File: src/rtl/mouse_cell_selector.sv
// mouse_cell_selector: maps the mouse cursor onto a 3x3 board and turns a
// left-button press/release inside one cell into a single pending click.
//
// click handshake: click_valid is held high with a stable click_cell while
// the FSM is in PEND; the click is consumed on the first rising clk edge at
// which click_ack is high, after which click_valid drops. click_ack has no
// effect while click_valid is low.
module mouse_cell_selector #(
    parameter int BOARD_X0 = 170,
    parameter int BOARD_Y0 = 90,
    parameter int CELL_W   = 100,
    parameter int CELL_H   = 100,
    parameter int HOLD_MAX = 50_000_000
) (
    input  logic       clk,
    input  logic       reset,
    input  logic [9:0] posX,
    input  logic [8:0] posY,
    input  logic [2:0] buttons,
    input  logic       click_ack,
    output logic [3:0] hover_cell,
    output logic [3:0] click_cell,
    output logic       click_valid,
    output logic       busy
);

    // Hold counter is at least 26 bits, wider only if HOLD_MAX needs it.
    localparam int CNT_W = ($clog2(HOLD_MAX + 1) > 26) ? $clog2(HOLD_MAX + 1) : 26;
    localparam logic [CNT_W-1:0] CNT_LAST = CNT_W'(HOLD_MAX - 1);
    localparam logic [CNT_W-1:0] CNT_SAT  = '1;

    // Cell boundaries in 11-bit unsigned arithmetic so no bound wraps.
    localparam logic [10:0] X_B0 = 11'(BOARD_X0);
    localparam logic [10:0] X_B1 = 11'(BOARD_X0 + CELL_W);
    localparam logic [10:0] X_B2 = 11'(BOARD_X0 + 2 * CELL_W);
    localparam logic [10:0] X_B3 = 11'(BOARD_X0 + 3 * CELL_W);
    localparam logic [10:0] Y_B0 = 11'(BOARD_Y0);
    localparam logic [10:0] Y_B1 = 11'(BOARD_Y0 + CELL_H);
    localparam logic [10:0] Y_B2 = 11'(BOARD_Y0 + 2 * CELL_H);
    localparam logic [10:0] Y_B3 = 11'(BOARD_Y0 + 3 * CELL_H);

    localparam logic [3:0] NO_CELL = 4'd15;

    typedef enum logic [1:0] {
        IDLE  = 2'd0,
        PRESS = 2'd1,
        ABORT = 2'd2,
        PEND  = 2'd3
    } state_t;

    state_t           state, state_next;
    logic [3:0]       press_cell, press_cell_next;
    logic [CNT_W-1:0] hold_cnt, hold_cnt_next;

    logic [10:0] x_ext, y_ext;
    logic [1:0]  col, row;
    logic        col_ok, row_ok;
    logic [3:0]  hover_next;
    logic [3:0]  hover_q;
    logic        left_q, left_d, rise_q, fall_q;

    // Right and middle buttons play no part in selection.
    logic unused_buttons;
    assign unused_buttons = ^buttons[2:1];

    assign x_ext = {1'b0, posX};
    assign y_ext = {2'b00, posY};

    // Comparator-based cell lookup; low edge inclusive, high edge exclusive.
    always_comb begin
        col    = 2'd0;
        row    = 2'd0;
        col_ok = 1'b0;
        row_ok = 1'b0;
        if (x_ext >= X_B0 && x_ext < X_B1) begin
            col = 2'd0; col_ok = 1'b1;
        end else if (x_ext >= X_B1 && x_ext < X_B2) begin
            col = 2'd1; col_ok = 1'b1;
        end else if (x_ext >= X_B2 && x_ext < X_B3) begin
            col = 2'd2; col_ok = 1'b1;
        end
        if (y_ext >= Y_B0 && y_ext < Y_B1) begin
            row = 2'd0; row_ok = 1'b1;
        end else if (y_ext >= Y_B1 && y_ext < Y_B2) begin
            row = 2'd1; row_ok = 1'b1;
        end else if (y_ext >= Y_B2 && y_ext < Y_B3) begin
            row = 2'd2; row_ok = 1'b1;
        end
        hover_next = (col_ok && row_ok) ? ({2'b00, row} * 4'd3 + {2'b00, col}) : NO_CELL;
    end

    // Register hover cell, the left button, and its registered edge pulses.
    always_ff @(posedge clk) begin
        if (reset) begin
            hover_q <= NO_CELL;
            left_q  <= 1'b0;
            left_d  <= 1'b0;
            rise_q  <= 1'b0;
            fall_q  <= 1'b0;
        end else begin
            hover_q <= hover_next;
            left_q  <= buttons[0];
            left_d  <= left_q;
            rise_q  <= left_q & ~left_d;
            fall_q  <= ~left_q & left_d;
        end
    end

    // FSM state, latched press cell and hold counter.
    always_ff @(posedge clk) begin
        if (reset) begin
            state      <= IDLE;
            press_cell <= NO_CELL;
            hold_cnt   <= '0;
        end else begin
            state      <= state_next;
            press_cell <= press_cell_next;
            hold_cnt   <= hold_cnt_next;
        end
    end

    // Next-state logic: release beats timeout, timeout beats cell change.
    always_comb begin
        state_next      = state;
        press_cell_next = press_cell;
        hold_cnt_next   = hold_cnt;
        case (state)
            IDLE: begin
                if (rise_q) begin
                    if (hover_q != NO_CELL) begin
                        press_cell_next = hover_q;
                        hold_cnt_next   = '0;
                        state_next      = PRESS;
                    end else begin
                        state_next = ABORT;
                    end
                end
            end
            PRESS: begin
                if (hold_cnt != CNT_SAT) hold_cnt_next = hold_cnt + 1'b1;
                if (fall_q) begin
                    state_next = (hover_q == press_cell) ? PEND : IDLE;
                end else if (hold_cnt >= CNT_LAST) begin
                    state_next = ABORT;
                end else if (hover_q != press_cell) begin
                    state_next = ABORT;
                end
            end
            ABORT: begin
                if (fall_q) state_next = IDLE;
            end
            PEND: begin
                if (click_ack) state_next = IDLE;
            end
            default: state_next = IDLE;
        endcase
    end

    assign hover_cell  = hover_q;
    assign click_valid = (state == PEND);
    assign click_cell  = (state == PEND) ? press_cell : NO_CELL;
    assign busy        = (state != IDLE);

endmodule

File: config.mk
export PLATFORM = sky130hd
export DESIGN_NAME = mouse_cell_selector
export DESIGN_NICKNAME = d
export VERILOG_FILES = /design/src/rtl/mouse_cell_selector.sv
export SDC_FILE = /design/constraint.sdc
export NUM_CORES = 1
export LEC_CHECK = 0
export CORE_ASPECT_RATIO = 0.5
export CORE_MARGIN = 10
export CORE_UTILIZATION = 40
export DETAILED_ROUTE_END_ITERATION = 8
export DONT_BUFFER_PORTS = 1
export PLACE_DENSITY = 0.61
export SLEW_MARGIN = 20
export SYNTH_ARGS = -nofsm -noshare
export SYNTH_HDL_FRONTEND = slang
export SYNTH_SLANG_ARGS = --single-unit
File: constraint.sdc
create_clock -name clk -period 2.05 [get_ports clk]
set_input_delay 0 -clock clk [delete_from_list [all_inputs] [get_ports clk]]
set_output_delay 0 -clock clk [all_outputs]
set_load 0.01 [all_outputs]
==> results of run 1 <==
-- flip-flops by register name, indices dropped and copies added (netlist names) --
| signal | cells |
|---|---|
| fall_q | 1 |
| state | 2 |
| left_d | 1 |
| hover_cell | 4 |
| hold_cnt | 26 |
| press_cell | 4 |
| left_q | 1 |
| rise_q | 1 |
-- layout by cell type (no fill, tap or decap), types with 2 or more instances in the layout --
cell / count
sky130_fd_sc_hd__dfxtp_1: 38
sky130_fd_sc_hd__nand4_2: 2
sky130_fd_sc_hd__o31ai_1: 2
sky130_fd_sc_hd__buf_4: 26
sky130_fd_sc_hd__a211o_1: 5
sky130_fd_sc_hd__mux2i_1: 2
sky130_fd_sc_hd__nand2_1: 22
sky130_fd_sc_hd__o21a_1: 2
sky130_fd_sc_hd__inv_1: 14
sky130_fd_sc_hd__and4_1: 3
sky130_fd_sc_hd__and2_1: 2
sky130_fd_sc_hd__and3_1: 3
sky130_fd_sc_hd__a31oi_1: 4
sky130_fd_sc_hd__or3_1: 4
sky130_fd_sc_hd__clkinv_2: 2
sky130_fd_sc_hd__nor2b_1: 6
sky130_fd_sc_hd__xor2_1: 16
sky130_fd_sc_hd__dlygate4sd3_1: 2
sky130_fd_sc_hd__o21ai_0: 8
sky130_fd_sc_hd__ha_1: 5
sky130_fd_sc_hd__a21oi_1: 12
sky130_fd_sc_hd__nor4_1: 6
sky130_fd_sc_hd__o211ai_1: 3
sky130_fd_sc_hd__nand3_1: 9
sky130_fd_sc_hd__nor2_1: 36
sky130_fd_sc_hd__or4_1: 4
sky130_fd_sc_hd__nor3_1: 5
sky130_fd_sc_hd__xnor2_1: 3
sky130_fd_sc_hd__clkbuf_8: 6
sky130_fd_sc_hd__or2_2: 5
sky130_fd_sc_hd__nand2b_1: 4
sky130_fd_sc_hd__dfxtp_2: 2
sky130_fd_sc_hd__o22ai_1: 2
sky130_fd_sc_hd__nand4_1: 13
-- power breakdown --
group	internal [mW]	leakage (nW)	switching, mW
logic	0.145	0.677	0.185
registers	0.806	0.325	0.0296
clock network	0.268	0.0510	0.258
-- worst max-delay path by stage --
stage,end,slack [ps],depth (start not counted)
final,hold_cnt[21]$_SDFFE_PP0P_,150,6
after global routing,hold_cnt[0]$_SDFFE_PP0P_,5,8
after CTS,hold_cnt[21]$_SDFFE_PP0P_,110,6
after detailed placement,hover_cell[2]$_SDFF_PP1_,-4,8
after global placement,hover_cell[2]$_SDFF_PP1_,60,8
after floorplan,hover_cell[2]$_SDFF_PP1_,50,8
-- metal layers --
layer,vias up,share of wire,track usage,routed length (um)
li1,1036,-,-,-
met1,959,0.45,0.1257,2250
met2,40,0.47,0.1885,2346
met3,2,0.075,0.03626,374
met4,0,0.0056,0.02792,28
met5,-,0,0,0
-- kinds of logic after synthesis --
logic type,count (synthesis),synth area share
muxes,2,0.009060
xor gates and xnor gates,19,0.07531
buffers and inverters,21,0.03737
DFF,40,0.3624
and+or+nand+nor,133,0.3352
AOI/OAI and AO/OA,50,0.1523
adders and majority gates,5,0.02831
-- tightest hold or removal path, stage by stage --
cell,delay [ps]
sky130_fd_sc_hd__nand2b_1,120
sky130_fd_sc_hd__or4_1,130
sky130_fd_sc_hd__nand2_1,50
-- repair_timing --
action / CTS / global route
endpoints found under the hold margin: 19 / 0
gates resized for setup: 0 / 3
endpoints found under the setup margin: 0 / 4
hold buffers: 2 / 0
-- area by class of cell --
type | count | share of cell area
inverters | 14 | 0.02037
multi-input cells | 209 | 0.5150
clock buffers | 6 | 0.03201
well taps | 70 | 0.03395
repair buffers | 28 | 0.08341
flip-flops and latches | 40 | 0.3113
clock inverters | 2 | 0.003880
-- stage by stage --
| step | cell area [sq um] | setup WS [ps] | std cells | utilization | TNS (ps) |
|---|---|---|---|---|---|
| floorplan | 2210 | 49.60 | 270 | - | 0 |
| global placement | 2462 | 56.30 | 359 | 0.4795 | 0 |
| detailed placement | 2462 | -3.685 | 359 | 0.4795 | -3.685 |
| CTS | 2575 | 111.2 | 369 | 0.5015 | 0 |
| global route | 2580 | 5.358 | 369 | 0.5024 | 0 |
| finish | 2580 | 149.0 | 369 | 0.5024 | 0 |
==> results.txt, run 1 <==
----------------------------------------------------
[Timing]
  Fin crit share ... 0.9273
  Hold Worst Slack ... 57.06 ps
  RSZ-0062 raised after global routing ... false
  Setup Viol. Count Final ... 0
  Tmin final ... 1901 ps
  Normalized max-slew margin ... 0.6557
  Number of max-slew violations in the final report ... 0
  Hold Fails Final Rpt ... 0
  Slew @ Worst Pin ... just over 500 ps
  Upper clock frequency limit ... 0.5260 GHz
  Max Clock Skew ... 4.312 ps

[Pwr]
  Total chip power ... 1.693 mW
  LEAKAGE ... about 1.1 nW
  Power density over the cells ... between 600 and 700 nW/um^2
  Peak supply drop ... 296.2 uV

[Layout]
  Final #Nets ... 328
  Proportion of layout cells with a drive suffix above 1 ... 0.1639
  Ant diodes ... 0
  Register Area ... 803.3 sq um
  Fillers ... 508
  Area Growth Syn to Fin ... 16.76%
  Area of the multi-input gates ... 1329 sq um

[Worst setup path]
  Most common cell on crit path ... sky130_fd_sc_hd__a21oi_1
  Critical R2R Capture ... hold_cnt[21]$_SDFFE_PP0P_
  Arr. time, crit path ... approximately 2100 ps
  Critical path start-end classification ... flop to flop
  Reg2Reg Launch Point ... hover_cell[2]$_SDFF_PP1_
  Critical-path top delay cell ... sky130_fd_sc_hd__or4_1
  Delay of the slowest cell on the worst path ... 550 ps
  Critical path's top delay family ... simple AND/OR/NAND/NOR gates
  Critical Path Source ... hover_cell[2]$_SDFF_PP1_
  Reg2Reg Depth ... 6
  Data required time of the worst path ... 2260 ps
  Kind of start point of the critical path ... flop
  Count of buffering cells on the critical path with inverters included ... 0
  Critical Path, Cell by Cell ... nand4_1 -> a21oi_1 -> nor3_2 -> nand2_2 -> or4_1 -> a21oi_1
  Max FO, Critical Path ... 10
  Register-to-register setup slack ... 150 ps
  Critical Path Sink Type ... flop

[Floorplan]
  Height of the die ... 72.56 um
  Boundary pin count ... 35
  Total Die Area ... between 9000 and 10000 sq um
  Horizontal die dimension ... roughly 130 um
  Count of standard-cell rows ... 18
  Starting utilization of the core area ... 0.4303
  Std-Cell Core Area ... roughly 5000 sq um

[Placed design]
  Routability-driven placement congestion ratio ... 0.8349
  Half-perimeter wire length after placement ... 3944 um
  Number of buffers inserted by port buffering ... 0

[Clock tree]
  Clock sink count ... 40
  Clock latency on the worst-skew pair ... 280 ps
  CTS Buffer Depth ... 2
  Total CTS buffers ... 5
  CTS tree ... yes
  Clock slew seen by the registers of the worst setup and hold paths ... approximately 70 ps
  Root cell of the clock tree ... sky130_fd_sc_hd__clkbuf_8
  Setup Fix Bufs, Post-CTS ... 0
  CTS HTree Levels ... 2

[Synthesis]
  Count of flip-flops with a built-in enable after synthesis ... 0
  Number of warnings printed during yosys synthesis ... 0
  Async set or reset register ratio after synthesis ... 0
  Synth Instances ... 270
  #FFs+latches synth ... 40
  Sequential share of the synthesized area ... 0.3624
  Portion of synthesized cell area occupied by the leading cell type ... 0.3624
  Mean post-synth cell area ... between 8 and 9 sq um
  Most used flip-flop cell after synthesis ... sky130_fd_sc_hd__dfxtp_1
  Netlist area before placement ... 2210 sq um
  Area leader, netlist ... sky130_fd_sc_hd__dfxtp_1
  List of most frequent post-synthesis cells ... sky130_fd_sc_hd__dfxtp_1 (40), sky130_fd_sc_hd__nor2_1 (37), sky130_fd_sc_hd__nand2_1 (22)
  Most frequent cell after synthesis ... sky130_fd_sc_hd__dfxtp_1
  Largest cells by area after synthesis ... sky130_fd_sc_hd__dfxtp_1 (36%), sky130_fd_sc_hd__xor2_1 (6.3%), sky130_fd_sc_hd__nor2_1 (6.3%)
  Library cells used by synthesis ... 51
  Syn nets ... 300

[Drt]
  Final ANT Viol Nets ... 0
  Aggregate routed wire length ... 5000 um
  Number of vias after detailed routing ... roughly 2000
  DRT iter0 DRCs ... about 110
  First-pass iteration count of the detailed router ... 4
  Post-detailed-route via-to-cell ratio ... 5.520
  Drt wl/cell ... 13.55 um
  Number of remaining DRC errors ... 0

[GRT]
  First-pass GRT wire length ... 8542 um
  Congestion Overflow GR ... 0
  Pin count of the biggest net entering global routing ... 17
  Via count of the first global-routing pass ... roughly 1900
  GRT Util Overall ... 0.1080
  Number of antenna violations at the first check in global routing ... 0

[Min path]
  Depth of the worst hold-timing path ... 3
  Worst hold endpoint ... hold_cnt[25]$_SDFFE_PP0P_
  Worst hold path class ... primary input to flop
  Worst min-delay path startpoint ... reset

[Run status]
  Status ... finished, final reports clean

[Job]
  Count of max-cap constraint violations ... 0

----------------------------------------------------
Power figures use the tool's default switching activity.
==> inputs of run 2 (changes only) <==
--- a/config.mk
+++ b/config.mk
@@ -11,6 +11,7 @@
 export DETAILED_ROUTE_END_ITERATION = 8
 export DONT_BUFFER_PORTS = 1
 export PLACE_DENSITY = 0.61
+export SETUP_SLACK_MARGIN = 0.3
 export SLEW_MARGIN = 20
 export SYNTH_ARGS = -nofsm -noshare
 export SYNTH_HDL_FRONTEND = slang
==> run 2 against run 1 <==
The flow now finishes with violations (hold timing). Clock power is 4.7% higher. Die area stayed put. Global-route usage is 1.5 points higher. Critical path type unchanged. Largest power group unchanged. Highest routed layer unchanged.
==> results.txt, run 2 (synthesis gave the netlist of run 1 again) <==
----------------------------------------------------
[Placed design]
  Inst Count DP ... 353 (was 359)
  Number of buffers inserted by port buffering ... 0 (unchanged)
  Routability-driven placement congestion ratio ... 0.8203 (was 0.8349)
  Placed cell area ... 2462 sq um (unchanged)
  Half-perimeter wire length after placement ... 3973 um (was 3944 um)
  Pre-CTS WS ... 65.24 ps (was -3.685 ps)

[GRT]
  Pin count of the biggest net entering global routing ... 15 (was 17)
  GRT Util Overall ... 0.1226 (was 0.1080)
  Via count of the first global-routing pass ... 2018 (was 1918)
  Congestion Overflow GR ... 0 (unchanged)
  Number of antenna violations at the first check in global routing ... 0 (unchanged)
  First-pass GRT wire length ... 9480 um (was 8542 um)

[Pwr]
  LEAKAGE ... 1.248 nW (was 1.053 nW)
  Total chip power ... 1.825 mW (was 1.693 mW)
  Internal cell power ... 1.265 mW (was 1.220 mW)
  Net switching component of the power ... 0.5596 mW (was 0.4734 mW)
  Fraction of power consumed by combinational cells ... 0.246 (was 0.195)
  Power density over the cells ... 599.7 nW/um^2 (was 656.4 nW/um^2)
  Peak supply drop ... 311.3 uV (was 296.2 uV)
  Switching share of power ... 0.3066 (was 0.2795)
  Part of the power in registers ... 0.451 (was 0.494)
  Power share of the clock group ... 0.302 (was 0.311)

[Layout]
  Commonest non-fill, non-tap cells in the layout ... sky130_fd_sc_hd__nor2_1 (36), sky130_fd_sc_hd__buf_4 (32), sky130_fd_sc_hd__dfxtp_1 (24) (was sky130_fd_sc_hd__dfxtp_1 (38), sky130_fd_sc_hd__nor2_1 (36), sky130_fd_sc_hd__buf_4 (26))
  Flip-flop count of the largest register, all copies and words added ... 26 (unchanged)
  Most common library cell in the layout ignoring fill and taps ... sky130_fd_sc_hd__nor2_1 (was sky130_fd_sc_hd__dfxtp_1)
  Fillers ... 440 (was 508)
  Area of the multi-input gates ... 1559 sq um (was 1329 sq um)
  Proportion of layout cells with a drive suffix above 1 ... 0.3491 (was 0.1639)
  Filler-free cell count of the finished design ... 388 (was 369)
  Reg with most FFs ... hold_cnt (unchanged)
  Final #Nets ... 347 (was 328)
  Register Area ... 838.3 sq um (was 803.3 sq um)
  Share of the core filled with cells in the final layout ... 0.5926 (was 0.5024)
  Area Growth Syn to Fin ... 37.71% (was 16.76%)
  Ant diodes ... 0 (unchanged)
  Design area ... 3043 sq um (was 2580 sq um)

[Run status]
  Status ... finished with violations (was finished, final reports clean)
  Failing checks ... hold timing

[Floorplan]
  Std-Cell Core Area ... 5135 sq um (unchanged)
  Starting utilization of the core area ... 0.4303 (unchanged)
  Count of standard-cell rows ... 18 (unchanged)
  Height of the die ... 72.56 um (unchanged)
  Horizontal die dimension ... 125.1 um (unchanged)
  Boundary pin count ... 35 (unchanged)
  Total Die Area ... 9077 sq um (unchanged)

[Timing]
  Hold Worst Slack ... -243.3 ps (was 57.06 ps)
  Normalized max-slew margin ... 0.6805 (was 0.6557)
  Worst Slack Setup Final ... 200.2 ps (was 149.0 ps)
  Hold Fails Final Rpt ... 12 (was 0)
  RSZ-0062 raised after global routing ... true (was false)
  Upper clock frequency limit ... 0.5406 GHz (was 0.5260 GHz)
  TNS Setup ... 0 ps (unchanged)
  Tmin final ... 1850 ps (was 1901 ps)
  Max Clock Skew ... 6.342 ps (was 4.312 ps)
  Setup Viol. Count Final ... 0 (unchanged)
  Slew @ Worst Pin ... 477.5 ps (was 514.7 ps)
  Fin crit share ... 0.9023 (was 0.9273)
  Number of max-slew violations in the final report ... 0 (unchanged)

[Clock tree]
  Total CTS buffers ... 5 (unchanged)
  Hold-fix buffer count after cts ... 4 (was 2)
  CTS tree ... yes (unchanged)
  Clock latency on the worst-skew pair ... 290 ps (was 280 ps)
  Root cell of the clock tree ... sky130_fd_sc_hd__clkbuf_8 (unchanged)
  CTS HTree Levels ... 2 (unchanged)
  Clock sink count ... 40 (unchanged)
  Clock slew seen by the registers of the worst setup and hold paths ... 80 ps (was 70 ps)
  CTS Buffer Depth ... 2 (unchanged)

[Min path]
  Worst min-delay path startpoint ... reset (unchanged)
  Worst hold path class ... primary input to flop (unchanged)
  Depth of the worst hold-timing path ... 1 (was 3)

[Drt]
  Drt wl/cell ... 15.26 um (was 13.55 um)
  Number of vias after detailed routing ... 2142 (was 2037)
  Number of remaining DRC errors ... 0 (unchanged)
  Post-detailed-route via-to-cell ratio ... 5.521 (was 5.520)
  First-pass iteration count of the detailed router ... 4 (unchanged)
  DRT iter0 DRCs ... 85 (was 114)
  Aggregate routed wire length ... 5922 um (was 5000 um)
  Final ANT Viol Nets ... 0 (unchanged)

[Job]
  Count of max-cap constraint violations ... 0 (unchanged)

[Worst setup path]
  Critical Path Source ... hold_cnt[3]$_SDFFE_PP0P_ (was hover_cell[2]$_SDFF_PP1_)
  Max FO, Critical Path ... 6 (was 10)
  Count of buffering cells on the critical path with inverters included ... 2 (was 0)
  Delay of the slowest cell on the worst path ... 430 ps (was 550 ps)
  Kind of start point of the critical path ... flop (unchanged)
  Reg2Reg Launch Point ... hold_cnt[3]$_SDFFE_PP0P_ (was hover_cell[2]$_SDFF_PP1_)
  Critical Path Sink Type ... flop (unchanged)
  Critical path start-end classification ... flop to flop (unchanged)
  Cell depth of the worst setup path ... 7 (was 6)
  Critical path's top delay family ... simple AND/OR/NAND/NOR gates (unchanged)
  Data required time of the worst path ... 2290 ps (was 2260 ps)
  Critical Path, Cell by Cell ... nand4_4 -> buf_4 -> nor4_2 -> buf_4 -> nand4_1 -> or4_1 -> nand2_1 (was nand4_1 -> a21oi_1 -> nor3_2 -> nand2_2 -> or4_1 -> a21oi_1)
  Most common cell on crit path ... sky130_fd_sc_hd__buf_4 (was sky130_fd_sc_hd__a21oi_1)
  Critical-path top delay cell ... sky130_fd_sc_hd__or4_1 (unchanged)
  Arr. time, crit path ... 2090 ps (was 2110 ps)
  Reg2Reg Depth ... 7 (was 6)

----------------------------------------------------
==> run 2: path summary, 6_finish.rpt <==
check / to / slack, ps
worst max-delay path: hold_cnt[25]$_SDFFE_PP0P_ / 200
worst min register to register: rise_q$_SDFF_PP0_ / 410
worst max register to register: hold_cnt[25]$_SDFFE_PP0P_ / 200
worst min-delay path: hold_cnt[1]$_SDFFE_PP0P_ / -240
==> run 2: final cells by class <==
type,count,area share
Timing Repair Buffer,47,0.1357
Clock buffer,6,0.02714
Tap cell,70,0.02878
Inverter,14,0.01727
Sequential cell,40,0.2755
Multi-Input combinational cell,209,0.5123
Clock inverter,2,0.003289
==> run 2: what timing repair did <==
item	CTS	global route
gates resized for setup	33	36
hold endpoints to repair	18	11
setup buffers	11	12
setup endpoints to repair	28	28
pin swaps	11	26
==> run 2: power groups by stage <==
| stage | clock network [mW] | registers (mW) | logic, mW |
|---|---|---|---|
| after global routing | 0.586 | 0.828 | 0.494 |
| after floorplan | 0 | 0.842 | 0.231 |
| after global placement | 0 | 0.843 | 0.319 |
| after detailed placement | 0 | 0.844 | 0.327 |
| after CTS | 0.557 | 0.829 | 0.411 |
| final | 0.552 | 0.824 | 0.449 |
==> run 2: per-layer routing <==
layer  vias up  global-route usage  wire length, um
met1      1031              0.1507             2720
met3         6             0.03481              291
li1       1071                   -                -
met2        34              0.2053             2845
met5         -                   0                0
met4         0             0.03807               63
